==> config.mk <==
export PLATFORM = sky130hd
export DESIGN_NAME = parking_ctrl
export DESIGN_NICKNAME = d
export VERILOG_FILES = /design/src/rtl/parking_ctrl.sv
export SDC_FILE = /design/constraint.sdc
export NUM_CORES = 1
export LEC_CHECK = 0
export BUFFER_PORTS_ARGS = -buffer_cell sky130_fd_sc_hd__buf_4
export CAP_MARGIN = 0
export CORE_AREA = 2 2 56 58
export CTS_CLUSTER_DIAMETER = 40
export DETAILED_ROUTE_END_ITERATION = 10
export DIE_AREA = 0 0 58 60
export SYNTH_ARGS = -nofsm -noshare
export SYNTH_HDL_FRONTEND = slang
export SYNTH_SLANG_ARGS = --single-unit
==> constraint.sdc <==
create_clock -name clk -period 4.31 [get_ports clk]
set_input_delay 0.862 -clock clk [delete_from_list [all_inputs] [get_ports clk]]
set_output_delay 0.862 -clock clk [all_outputs]
set_load 0.02 [all_outputs]
==> src/rtl/parking_ctrl.sv <==
`default_nettype none
// ============================================================================
// Module      : parking_ctrl
// Description : Occupancy and barrier-gate controller for a parking lot.
//               Arbitrates one barrier gate between the entry and exit lanes,
//               keeps an occupancy count bounded by CAPACITY and flags pass
//               events that arrive outside their lane's gate window.
//
// Ports       : clk        - system clock, rising edge
//               reset      - synchronous, active-high reset
//               req_in     - car waiting at the entry loop (level)
//               req_out    - car waiting at the exit loop (level)
//               car_in     - one-cycle pulse, a car has fully entered
//               car_out    - one-cycle pulse, a car has fully left
//               gate_open  - barrier open command
//               grant_in   - entry lane owns the gate
//               grant_out  - exit lane owns the gate
//               count      - current occupancy [CNT_W]
//               full       - count == CAPACITY
//               empty      - count == 0
//               err        - one-cycle pulse on an ignored/illegal pass event
//
// Build option: PARK_EXIT_PRIO_EN - when defined, the exit lane always wins
//               a tie in IDLE; otherwise ties are broken round-robin.
//
// Revision    : 1.0 - initial release
// ============================================================================
module parking_ctrl #(
    parameter int CAPACITY    = 16,
    parameter int CNT_W       = 5,
    parameter int OPEN_CYCLES = 8,
    parameter int TMR_W       = 4
) (
    input  logic             clk,
    input  logic             reset,
    input  logic             req_in,
    input  logic             req_out,
    input  logic             car_in,
    input  logic             car_out,
    output logic             gate_open,
    output logic             grant_in,
    output logic             grant_out,
    output logic [CNT_W-1:0] count,
    output logic             full,
    output logic             empty,
    output logic             err
);

    localparam logic [1:0] c_IDLE     = 2'd0;
    localparam logic [1:0] c_OPEN_IN  = 2'd1;
    localparam logic [1:0] c_OPEN_OUT = 2'd2;
    localparam logic [1:0] c_CLOSE    = 2'd3;

    localparam logic [CNT_W-1:0] c_CAP       = CNT_W'(CAPACITY);
    localparam logic [TMR_W-1:0] c_TMR_LOAD  = TMR_W'(OPEN_CYCLES - 1);

    logic [1:0]       r_state;
    logic [CNT_W-1:0] r_count;
    logic [TMR_W-1:0] r_timer;
    logic             r_last_out;   // 1: exit lane was served last
    logic             r_full;
    logic             r_empty;
    logic             r_err;

    logic [1:0]       w_state_nxt;
    logic [CNT_W-1:0] w_count_nxt;
    logic [TMR_W-1:0] w_timer_nxt;
    logic             w_last_out_nxt;
    logic             w_elig_in;
    logic             w_elig_out;
    logic             w_pick_in;
    logic             w_pick_out;
    logic             w_err;

    // Eligibility uses the registered flags so a full lot never admits and
    // an empty lot never opens for exit; this is what keeps count in range.
    assign w_elig_in  = req_in  && !r_full;
    assign w_elig_out = req_out && !r_empty;

`ifdef PARK_EXIT_PRIO_EN
    assign w_pick_in  = w_elig_in && !w_elig_out;
`else
    // On a tie, serve the lane opposite the one served last.
    assign w_pick_in  = w_elig_in && (!w_elig_out || r_last_out);
`endif
    assign w_pick_out = w_elig_out && !w_pick_in;

    // A pass pulse is only legal for the lane currently holding the gate.
    // This also covers simultaneous car_in/car_out inside a window: the
    // non-matching pulse is out of its window and raises err.
    assign w_err = (car_in  && (r_state != c_OPEN_IN)) ||
                   (car_out && (r_state != c_OPEN_OUT));

    always_comb begin
        w_state_nxt    = r_state;
        w_count_nxt    = r_count;
        w_timer_nxt    = r_timer;
        w_last_out_nxt = r_last_out;
        case (r_state)
            c_IDLE: begin
                if (w_pick_in) begin
                    w_state_nxt    = c_OPEN_IN;
                    w_timer_nxt    = c_TMR_LOAD;
                    w_last_out_nxt = 1'b0;
                end else if (w_pick_out) begin
                    w_state_nxt    = c_OPEN_OUT;
                    w_timer_nxt    = c_TMR_LOAD;
                    w_last_out_nxt = 1'b1;
                end
            end
            c_OPEN_IN: begin
                // A pass in the final (timer==0) cycle still counts.
                if (car_in) begin
                    w_count_nxt = r_count + 1'b1;
                    w_state_nxt = c_CLOSE;
                    w_timer_nxt = '0;
                end else if (r_timer == '0) begin
                    w_state_nxt = c_CLOSE;
                end else begin
                    w_timer_nxt = r_timer - 1'b1;
                end
            end
            c_OPEN_OUT: begin
                if (car_out) begin
                    w_count_nxt = r_count - 1'b1;
                    w_state_nxt = c_CLOSE;
                    w_timer_nxt = '0;
                end else if (r_timer == '0) begin
                    w_state_nxt = c_CLOSE;
                end else begin
                    w_timer_nxt = r_timer - 1'b1;
                end
            end
            c_CLOSE: begin
                w_state_nxt = c_IDLE;
                w_timer_nxt = '0;
            end
            default: begin
                w_state_nxt = c_IDLE;
                w_timer_nxt = '0;
            end
        endcase
    end

    always_ff @(posedge clk) begin
        if (reset) begin
            r_state    <= c_IDLE;
            r_count    <= '0;
            r_timer    <= '0;
            r_last_out <= 1'b1;
            r_full     <= 1'b0;
            r_empty    <= 1'b1;
            r_err      <= 1'b0;
        end else begin
            r_state    <= w_state_nxt;
            r_count    <= w_count_nxt;
            r_timer    <= w_timer_nxt;
            r_last_out <= w_last_out_nxt;
            // Flags are computed from the next count so they line up with
            // the updated count in the same cycle.
            r_full     <= (w_count_nxt == c_CAP);
            r_empty    <= (w_count_nxt == '0);
            r_err      <= w_err;
        end
    end

    assign gate_open = (r_state == c_OPEN_IN) || (r_state == c_OPEN_OUT);
    assign grant_in  = (r_state == c_OPEN_IN);
    assign grant_out = (r_state == c_OPEN_OUT);
    assign count     = r_count;
    assign full      = r_full;
    assign empty     = r_empty;
    assign err       = r_err;

endmodule
`default_nettype wire
==> impl_metrics.yaml <==
clock_network:
  clk_path_buf_depth: 2
  clock_sinks: 15
  cts_htree_levels: 1
  post-cts-setup-buffers: 0
  post_cts_resized: 0
  cts_root_buffer: "clkbuf_4"
  clk_pin_slew_ns: 0.09
  cts_tree: "yes"
  hold_buffers: 0
  clkLatencyLatePin_ns: 0.28
  numCtsBuffers: 3
logic_synthesis:
  yosysMostFrequentCell: "dfxtp_1"
  netlist_area_um2: 982
  ys_ff_latch: 15
  synth_flop_cell: "dfxtp_1"
  async_flop_share_pct: 0
  netlist.top_cell.by_area: "dfxtp_1"
  synth_area_leaders: "dfxtp_1, ha_1, o21ai_0"
  synth_cells: 121
  seq_area_frac_synth_pct: 30.6
  synth-edff-count: 0
  synthesis.nets: 134
  synth.top_cell.area_share_pct: 30.6
  avgSynthCellArea_um2: 8.12
  synth_common_cells: "dfxtp_1, nand2_1, nor2_1, o21ai_0"
  yosys_warnings: 0
  synth_cell_types: 41
layout:
  antenna_cells: 0
  area_growth_pct: 16.3
  drive_gt1_share_pct: 16.2
  instances_no_fill: 169
  fin_nets: 150
  design_area_mm2: 0.00114
  nFillCells: 304
  fin_util_pct: 39.4
power_and_ir_drop:
  p_leak_nw: 0.463
  powerDensity_mw_per_mm2: 667
  ir_worst_vdd_mv: 0.281
outcome:
  status: "finished, final reports clean"
global_route:
  gr-usage-all-layers_pct: 14.1
  antenna_found_initial: 0
  grt_pass1_vias: 855
  grt_pass1_wl_mm: 3.82
  grt_start_max_net_pins: 15
  grt-ovfl-total: 0
placement:
  dp_cells: 165
  io_buffers: 16
  gp_congestion: 0.783
  dpl_cell_area_mm2: 0.00112
  hpwl_mm: 1.70
critical_path:
  path_class: "register to primary output"
  r2r_slack_ns: 2.24
  cp.required_ns: 3.45
  startpoint_type: "register"
  cp.arrival_ns: 1.42
  path_max_fanout: 9
  critPathCaptureType: "primary output"
sta:
  drv_slew: 0
  fin_crit_sh_pct: 52.9
  fmax_ghz: 0.438
  worst_slew_pin_slew_ns: 0.419
  relSlewSlack_pct: 72.1
  hold_viol_final: 0
  whs_ns: 0.489
  skew_ns: 0.00110
  rsz0062_at_grt: "false"
  finalSetupViolations: 0
  setup_tns_ns: 0
  period_needed_ns: 2.28
run:
  cap_violations: 0
die:
  dieWidth_um: 58
  start_util_pct: 33.8
  rows: 20
  fp.dieArea_mm2: 0.00348
  core-area_mm2: 0.00290
  io_pins: 17
  die_h_um: 60
drt:
  ant_nets: 0
  vias: 928
  drc_errors: 0
  wl_mm: 2.25
  vias_per_cell: 5.49
  wire_per_inst_um: 13.3
  drt-initial-drc-count: 30
  dr.pass1.iters: 4
hold_path:
  worstHoldPathType: "register to register"
sequential cells by signal (all words and copies together) (netlist names):
name        flops
count           5
r_timer         4
r_state         2
empty           1
err             1
full            1
r_last_out      1
worst max-delay path, stage by stage, from the launching register on:
cell and delay, ns:
dfxtp_1 0.39, inv_1 0.10, ha_1 0.45, buf_4 0.20
cell families after synthesis:
| logic type | share of synthesized area [%] |
|---|---|
| AO/OA/AOI/OAI | 23.3 |
| buffers and inverters | 5.48 |
| adder cells (fa/ha/maj) | 8.92 |
| multiplexers | 4.33 |
| AND/OR/NAND/NOR | 27.4 |
| flip-flops | 30.6 |
final cells by class:
class | count | area (µm²) | area share, %
inverters | 7 | 26.3 | 2.30
repair buffers | 16 | 120 | 10.5
well taps | 33 | 41.3 | 3.61
clock buffers | 4 | 26.3 | 2.30
flip-flops and latches | 15 | 300 | 26.3
multi-input cells | 94 | 628 | 55.0
report_power, final:
group | switching (mW) | internal, mW | leakage [nW] | total, mW
logic | 0.271 | 0.195 | 0.325 | 0.466
clock network | 0.0444 | 0.0359 | 0.0150 | 0.0803
registers | 0.0375 | 0.177 | 0.123 | 0.215
layout by cell type (no fill, tap or decap), drive strengths merged, types with 4 or more instances in the layout:
master | Yosys | routed
clkbuf | 2 | 4
inv | 7 | 7
buf | 3 | 16
nor2b | 4 | 4
nor2 | 9 | 9
a21oi | 7 | 7
nand2 | 10 | 10
nand2b | 7 | 7
nor3 | 4 | 4
dfxtp | 15 | 15
o21ai | 10 | 10
ha | 7 | 7
per-stage QoR:
step	worst slack, ns	power [mW]
final	2.03	0.762
after detailed placement	2.13	0.683
after CTS	2.01	0.770
after global placement	2.16	0.673
after global routing	1.93	0.830
after floorplan	2.27	0.559
layer usage:
layer / part of all wire, % / GRT usage (%) / vias up
met5: 0 / 0 / -
met3: 3.5 / 1.95 / 2
met4: 0.40 / 5.98 / 0
met2: 50 / 24.4 / 17
met1: 46 / 17.7 / 436
li1: - / - / 473
final timing paths:
check | start | end | cells after the start
max | r_state[1]$_SDFFE_PP0P_ | gate_open | 3
min | r_timer[1]$_SDFFE_PP0P_ | r_timer[1]$_SDFFE_PP0P_ | 2
max reg2reg | r_state[1]$_SDFFE_PP0P_ | r_timer[3]$_SDFFE_PP0P_ | 7
min reg2reg | r_timer[1]$_SDFFE_PP0P_ | r_timer[1]$_SDFFE_PP0P_ | 2
No activity file was read; power rests on OpenSTA's default activity.
